===== src/rtl/maddsub_pkg.sv =====
// Shared definitions for the segmented multi-cycle adder/subtractor:
// controller state encoding and the default operand/segment widths.
package maddsub_pkg;

  typedef enum logic [1:0] {
    IDLE = 2'd0,
    CALC = 2'd1,
    DONE = 2'd2
  } state_t;

  localparam int DEFAULT_WIDTH = 64;
  localparam int DEFAULT_SEG_W = 16;

endpackage


===== src/rtl/maddsub_segmented_addsub.sv =====
// One SEG_W-bit slice of the segmented adder: adds A to B (or to ~B when
// subtracting) plus a carry, and reports the carry out of the slice.
module addsub_segment #(
  parameter int SEG_W = 16
) (
  input  logic [SEG_W-1:0] i_a,
  input  logic [SEG_W-1:0] i_b,
  input  logic             i_invertB,
  input  logic             i_carryIn,
  output logic [SEG_W-1:0] o_sum,
  output logic             o_carryOut
);

  logic [SEG_W-1:0] w_bEff;
  logic [SEG_W:0]   w_total;

  // Subtraction is done as A + ~B + carry, so B is optionally inverted here
  always_comb begin
    w_bEff  = i_invertB ? ~i_b : i_b;
    w_total = {1'b0, i_a} + {1'b0, w_bEff} + {{SEG_W{1'b0}}, i_carryIn};
  end

  assign o_sum      = w_total[SEG_W-1:0];
  assign o_carryOut = w_total[SEG_W];

endmodule


===== src/rtl/maddsub_segmented.sv =====
// Multi-cycle WIDTH-bit add/subtract with a WIDTH+1-bit result. One SEG_W-bit
// segment is processed per cycle (LSB first) through a single narrow slice;
// the extension bit is formed from the operand sign bits and the final carry.
module maddsub_segmented
  import maddsub_pkg::*;
#(
  parameter int WIDTH = DEFAULT_WIDTH,
  parameter int SEG_W = DEFAULT_SEG_W
) (
  input  logic             clock,
  input  logic             reset_n,
  input  logic             in_valid,
  output logic             in_ready,
  input  logic             sign,
  input  logic             subtract,
  input  logic             carry_in,
  input  logic [WIDTH-1:0] a,
  input  logic [WIDTH-1:0] b,
  output logic             out_valid,
  input  logic             out_ready,
  output logic [WIDTH:0]   sum,
  output logic             overflow
);

  localparam int NSEG  = WIDTH / SEG_W;
  localparam int IDX_W = (NSEG > 1) ? $clog2(NSEG) : 1;
  localparam logic [IDX_W-1:0] LAST_IDX = IDX_W'(NSEG - 1);

  if (((WIDTH % SEG_W) != 0) || (SEG_W < 2)) begin : g_badParams
    $error("maddsub_segmented: WIDTH must be a multiple of SEG_W and SEG_W >= 2");
  end

  state_t           r_state;
  state_t           w_nextState;
  logic             w_inReady;
  logic             w_outValid;
  logic [IDX_W-1:0] r_segIdx;
  logic             r_carry;
  logic             r_sign;
  logic             r_sub;
  logic             r_aTop;
  logic             r_bTop;
  logic [WIDTH-1:0] r_a;
  logic [WIDTH-1:0] r_b;
  logic [WIDTH:0]   r_sum;
  logic             r_overflow;

  logic             w_accept;
  logic             w_lastSeg;
  logic [SEG_W-1:0] w_segSum;
  logic             w_segCout;
  logic             w_extA;
  logic             w_extB;
  logic             w_topBit;
  logic [WIDTH-1:0] w_low;
  logic [WIDTH:0]   w_result;

  assign w_accept  = in_valid && w_inReady;
  assign w_lastSeg = (r_segIdx == LAST_IDX);

  addsub_segment #(
    .SEG_W(SEG_W)
  ) u_segment (
    .i_a        (r_a[SEG_W-1:0]),
    .i_b        (r_b[SEG_W-1:0]),
    .i_invertB  (r_sub),
    .i_carryIn  (r_carry),
    .o_sum      (w_segSum),
    .o_carryOut (w_segCout)
  );

  // Bit WIDTH is a one-bit add of the extended sign bits and the last carry
  assign w_extA   = r_sign & r_aTop;
  assign w_extB   = r_sub ? ~(r_sign & r_bTop) : (r_sign & r_bTop);
  assign w_topBit = w_extA ^ w_extB ^ w_segCout;
  assign w_result = {w_topBit, w_low};

  if (NSEG == 1) begin : g_singleSeg
    assign w_low = w_segSum;
  end else begin : g_multiSeg
    logic [WIDTH-SEG_W-1:0] r_acc;

    assign w_low = {w_segSum, r_acc};

    // Finished segments shift in from the top so the last one completes the word
    always_ff @(posedge clock or negedge reset_n) begin
      if (!reset_n) begin
        r_acc <= '0;
      end else if (r_state == CALC) begin
        r_acc <= w_low[WIDTH-1:SEG_W];
      end
    end
  end

  // Controller state register
  always_ff @(posedge clock or negedge reset_n) begin
    if (!reset_n) begin
      r_state <= IDLE;
    end else begin
      r_state <= w_nextState;
    end
  end

  // Next-state and handshake outputs decoded from the current state
  always_comb begin
    w_nextState = r_state;
    w_inReady   = 1'b0;
    w_outValid  = 1'b0;
    case (r_state)
      IDLE: begin
        w_inReady = 1'b1;
        if (in_valid) begin
          w_nextState = CALC;
        end
      end
      CALC: begin
        if (w_lastSeg) begin
          w_nextState = DONE;
        end
      end
      DONE: begin
        w_outValid = 1'b1;
        if (out_ready) begin
          w_nextState = IDLE;
        end
      end
      default: begin
        w_nextState = IDLE;
      end
    endcase
  end

  // Capture the request, walk the operand segments, publish the final result
  always_ff @(posedge clock or negedge reset_n) begin
    if (!reset_n) begin
      r_segIdx   <= '0;
      r_carry    <= 1'b0;
      r_sign     <= 1'b0;
      r_sub      <= 1'b0;
      r_aTop     <= 1'b0;
      r_bTop     <= 1'b0;
      r_a        <= '0;
      r_b        <= '0;
      r_sum      <= '0;
      r_overflow <= 1'b0;
    end else if (w_accept) begin
      r_segIdx <= '0;
      r_carry  <= subtract ? ~carry_in : carry_in;
      r_sign   <= sign;
      r_sub    <= subtract;
      r_aTop   <= a[WIDTH-1];
      r_bTop   <= b[WIDTH-1];
      r_a      <= a;
      r_b      <= b;
    end else if (r_state == CALC) begin
      r_a     <= r_a >> SEG_W;
      r_b     <= r_b >> SEG_W;
      r_carry <= w_segCout;
      if (w_lastSeg) begin
        r_segIdx   <= '0;
        r_sum      <= w_result;
        r_overflow <= r_sign ? (w_result[WIDTH] ^ w_result[WIDTH-1]) : w_result[WIDTH];
      end else begin
        r_segIdx <= r_segIdx + 1'b1;
      end
    end
  end

  assign in_ready  = w_inReady;
  assign out_valid = w_outValid;
  assign sum       = r_sum;
  assign overflow  = r_overflow;

endmodule


===== config.mk =====
export PLATFORM = sky130hd
export DESIGN_NAME = maddsub_segmented
export DESIGN_NICKNAME = d
export VERILOG_FILES = /design/src/rtl/maddsub_pkg.sv /design/src/rtl/maddsub_segmented_addsub.sv /design/src/rtl/maddsub_segmented.sv
export SDC_FILE = /design/constraint.sdc
export NUM_CORES = 1
export LEC_CHECK = 0
export ABC_AREA = 1
export BUFFER_PORTS_ARGS = -buffer_cell sky130_fd_sc_hd__buf_2
export CORE_MARGIN = 10
export CORE_UTILIZATION = 24
export DETAILED_ROUTE_END_ITERATION = 6
export GPL_TIMING_DRIVEN = 0
export HOLD_SLACK_MARGIN = 0.1
export PLACE_DENSITY = 0.43
export SETUP_SLACK_MARGIN = 0.5
export SYNTH_ARGS = -nofsm -noshare
export SYNTH_HDL_FRONTEND = slang
export SYNTH_SLANG_ARGS = --single-unit

===== constraint.sdc =====
create_clock -name clock -period 4.27 [get_ports clock]
set_input_delay 0.6405 -clock clock [delete_from_list [all_inputs] [get_ports clock]]
set_output_delay 0.6405 -clock clock [all_outputs]
set_load 0.005 [all_outputs]

==> metrics.md <==
| Metric | Value |
|---|---|
| Via density | 4.232 |
| CP Class | flop to flop |
| Compound-gate portion of the synthesized area | 0.1181 |
| Initial antenna violation count | 5 |
| Nets | between 1,500 and 2,000 |
| Sequential fraction of the synthesis area | 0.5767 |
| EDFF count, synth | 0 |
| Critical path buffer and inverter count | 4 |
| Largest family of logic cells by synthesized area | simple AND/OR/NAND/NOR gates |
| Mux share of post-synthesis cell area | 0 |
| Max Fanout on Critical Path | 10 |
| Share of layout cells above drive strength 1 | 0.2066 |
| HPWL after DPL | about 29,000 um |
| Synth async-reset ratio | 1.000 |
| Outcome | completed |
| First-pass GRT wire length | between 50,000 and 60,000 um |
| Worst path max stage delay | about 0.4 ns |
| Die Ht | approximately 230 um |
| Setup-failing EPs final | 0 |
| VDD IR-drop max | approximately 0.34 mV |
| Synth Cell Area | about 11,000 um2 |
| Largest net degree at the start of global routing | 111 |
| H-tree Lvls | 1 |
| Syn_area_per_cell | about 9.1 um2 |
| Detailed Route WL | 36,970 um |
| Post-Synth Adder-Cell Area | 0.02206 |
| Worst Max-Slew Pin Slew | approximately 0.68 ns |
| Leak | between 6 and 7 nW |
| Drt initial violations | roughly 500 |
| GR Util All Layers | 0.1339 |
| Detail Route Antenna Nets | 0 |
| Worst Skew | ~0.0064 ns |
| R2R depth | 13 |
| Core Area | between 40,000 and 50,000 um2 |
| I/O pin cnt | slightly above 200 |
| CTS tree | yes |
| Yosys warning count | 0 |
| Hold path cells | 2 |
| Simple-Gate Fraction of Synth Area | 0.2023 |
| Min Clock Period, post-route | approximately 3.0 ns |
| Die W | approximately 230 um |
| CP Data Required Time | ~4.7 ns |
| Final Wtd Congestion | approximately 0.81 |
| Crit end category | flop |
| Cell depth of the worst setup path | 13 |
| Area of the multi-input gates | between 3000 and 4000 um2 |
| Maxcap violations | 0 |
| Inserted Clock Buffers | 29 |
| FP Rows | 77 |
| Initial Util | 0.2447 |
| Worst hold path type | input port to flop |
| Seq cells post-synth | between 200 and 300 |
| Number of hold violations in the final report | 0 |
| Drt drc | 0 |
| Count of different cell masters after synthesis | 32 |
| Xor-xnor portion of the synthesized cell area | 0.02171 |
| Syn nets | between 1,000 and 1,500 |
| # resized after CTS | 0 |
| DR vias | approximately 8,700 |
| Max-slew headroom | 0.5455 |
| CTS sink cnt | approximately 250 |
| Register area | roughly 6300 um2 |
| Clock-pin slew on the worst setup and hold paths | ~0.060 ns |
| First-pass DRT Iterations | 4 |
| Startpoint Class | flop |
| Vias in the first global route | between 8,000 and 9,000 |
| IO buf count | 202 |
| CTS root buffer | clkbuf_16 |
| Area growth syn-to-layout | 25.84% |
| Predominant post-synthesis flop cell | dfrtp_1 |
| CP Data Arrival Time | around 3.4 ns |
| P per Cell Area | roughly 900 nW/um2 |
| Worst skew pair latency | between 0.5 and 0.6 ns |
| Power Total | about 12 mW |
| Filler instances | ~4,800 |
| Fin crit share | 0.7000 |
| Post-Place Setup Slack | 1.241 ns |
| Post-CTS setup repair buffer count | 0 |
| Synth Instances | ~1,200 |
| Setup WS post-layout | between 1 and 1.5 ns |
| Routed len/inst | 18.03 um |
| Max Root-Sink Buffers | 3 |
| Fmax | between 300 and 400 MHz |
| Crit path max-delay cell type | fa_1 |
| Final TNS setup | 0 ns |
| Cell Chain, Critical Path | buf_2 > buf_2 > xor2_1 > fa_1 > inv_1 > fa_1 > inv_1 > nand3_1 > nand2_1 > a21oi_1 > o21ai_0 > xnor2_1 > o21ai_0 |
| Gr ovfl total | 0 |
| CP top delay family | buffers and inverters |
| Die footprint | around 54,000 um2 |
| RSZ-0062 raised after global routing | no |
| Max Slew Vio Count | 0 |
-- power breakdown --
group	internal (mW)	switching, mW	total (mW)
combinational	1.95	3.64	5.59
sequential	3.48	0.633	4.11
clock	1.57	1.01	2.58
-- layer usage --
metal	wire length [um]	track usage	vias up
met5	54	0	-
met4	669	0.02800	8
met3	2092	0.03456	47
met2	17000	0.2141	186
met1	17150	0.1791	4055
li1	-	-	4379
-- sequential cells by signal, indices dropped and copies added, names as in the netlist --
name and cells:
r_bTop 1, r_sub 1, sum 65, r_b 64, overflow 1, r_sign 1, r_segIdx 2, g_multiSeg.r_acc 48
r_aTop 1, r_state 2, r_carry 1, r_a 64
-- path summary, 6_finish.rpt --
path / from / slack [ns] / end
min reg2reg: sum[9] / 0.46 / sum[9]
min in group asynchronous: reset_n / 0.59 / r_b[57]
max: r_sub / 1.28 / g_multiSeg.r_acc[42]
max reg2reg: r_sub / 1.28 / g_multiSeg.r_acc[42]
max in group asynchronous: reset_n / 2.72 / g_multiSeg.r_acc[34]
min: out_ready / 0.29 / r_state[1]
-- cell usage in the layout, fill, tap and decap left out, types with 2 or more instances in the layout --
cell and n:
a21oi_1 15, a22o_1 31, a22oi_1 2, buf_1 2, buf_16 2, buf_2 232, buf_4 4, buf_6 2
bufinv_16 4, clkbuf_1 24, clkbuf_16 29, clkbuf_8 6, clkinv_2 9, dfrtp_1 251, fa_1 2, ha_1 16
inv_1 86, inv_2 5, nand2_1 482, nand3_1 52, nor2_1 9, nor2_8 2, nor3_1 2, o211ai_1 63
o21ai_0 53, o21ai_1 31, o21bai_1 2, or2_2 2, xnor2_1 8, xor2_1 19
-- area by class of cell --
class,instances,area share
clock inverter,14,0.01260
sequential,251,0.4583
inverter,91,0.02492
clock buffer,36,0.05925
antenna,1,0.0001826
multi-input combinational,798,0.2894
timing repair buffer,205,0.07925
buffer,62,0.02200
tap,592,0.05405
-- per-stage QoR --
stage	cells	util	instance area, um2	hold WS (ns)
floorplan	1202	-	10890	0.3449
global placement	1996	0.2840	12640	0.4487
detailed placement	1998	0.2855	12710	0.4536
CTS	2049	0.3078	13700	0.2744
global route	2049	0.3078	13700	0.2747
finish	2050	0.3079	13700	0.2898
-- repair_timing --
item,4_1_cts,5_1_grt
hold endpoints to repair,47,0
endpoints found under the setup margin,0,0
hold buffers,1,0
-- cell usage after synthesis (15+ instances only) --
| cell type | count | area [um2] |
|---|---|---|
| o21ai_1 | 31 | 155.2 |
| buf_2 | 31 | 155.2 |
| xor2_1 | 19 | 166.4 |
| o21ai_0 | 53 | 265.3 |
| nand3_1 | 52 | 260.3 |
| o211ai_1 | 63 | 473.0 |
| ha_1 | 16 | 200.2 |
| clkbuf_1 | 23 | 86.33 |
| nand2_1 | 482 | 1809 |
| inv_1 | 86 | 322.8 |
| a21oi_1 | 15 | 75.07 |
| dfrtp_1 | 251 | 6281 |
| a22o_1 | 31 | 271.5 |
-- worst register-to-register path: cells and delay by family (launching register included) --
| kind | cells | cell delay (ns) |
|---|---|---|
| AOI/OAI and AO/OA | 3 | 0.53 |
| xor gates and xnor gates | 2 | 0.49 |
| adders and majority gates | 2 | 0.63 |
| buffers and inverters | 4 | 0.71 |
| DFF | 1 | 0.31 |
| and+or+nand+nor | 2 | 0.19 |
-- cell families (layout without fill, tap and decap cells) --
family | count (synthesis) | in the layout
xor gates and xnor gates | 27 | 27
DFF | 251 | 251
and+or+nand+nor | 554 | 554
other | 0 | 1
adders and majority gates | 18 | 18
AOI/OAI and AO/OA | 199 | 199
buffers and inverters | 153 | 408
(Power assumes the default switching activity.)
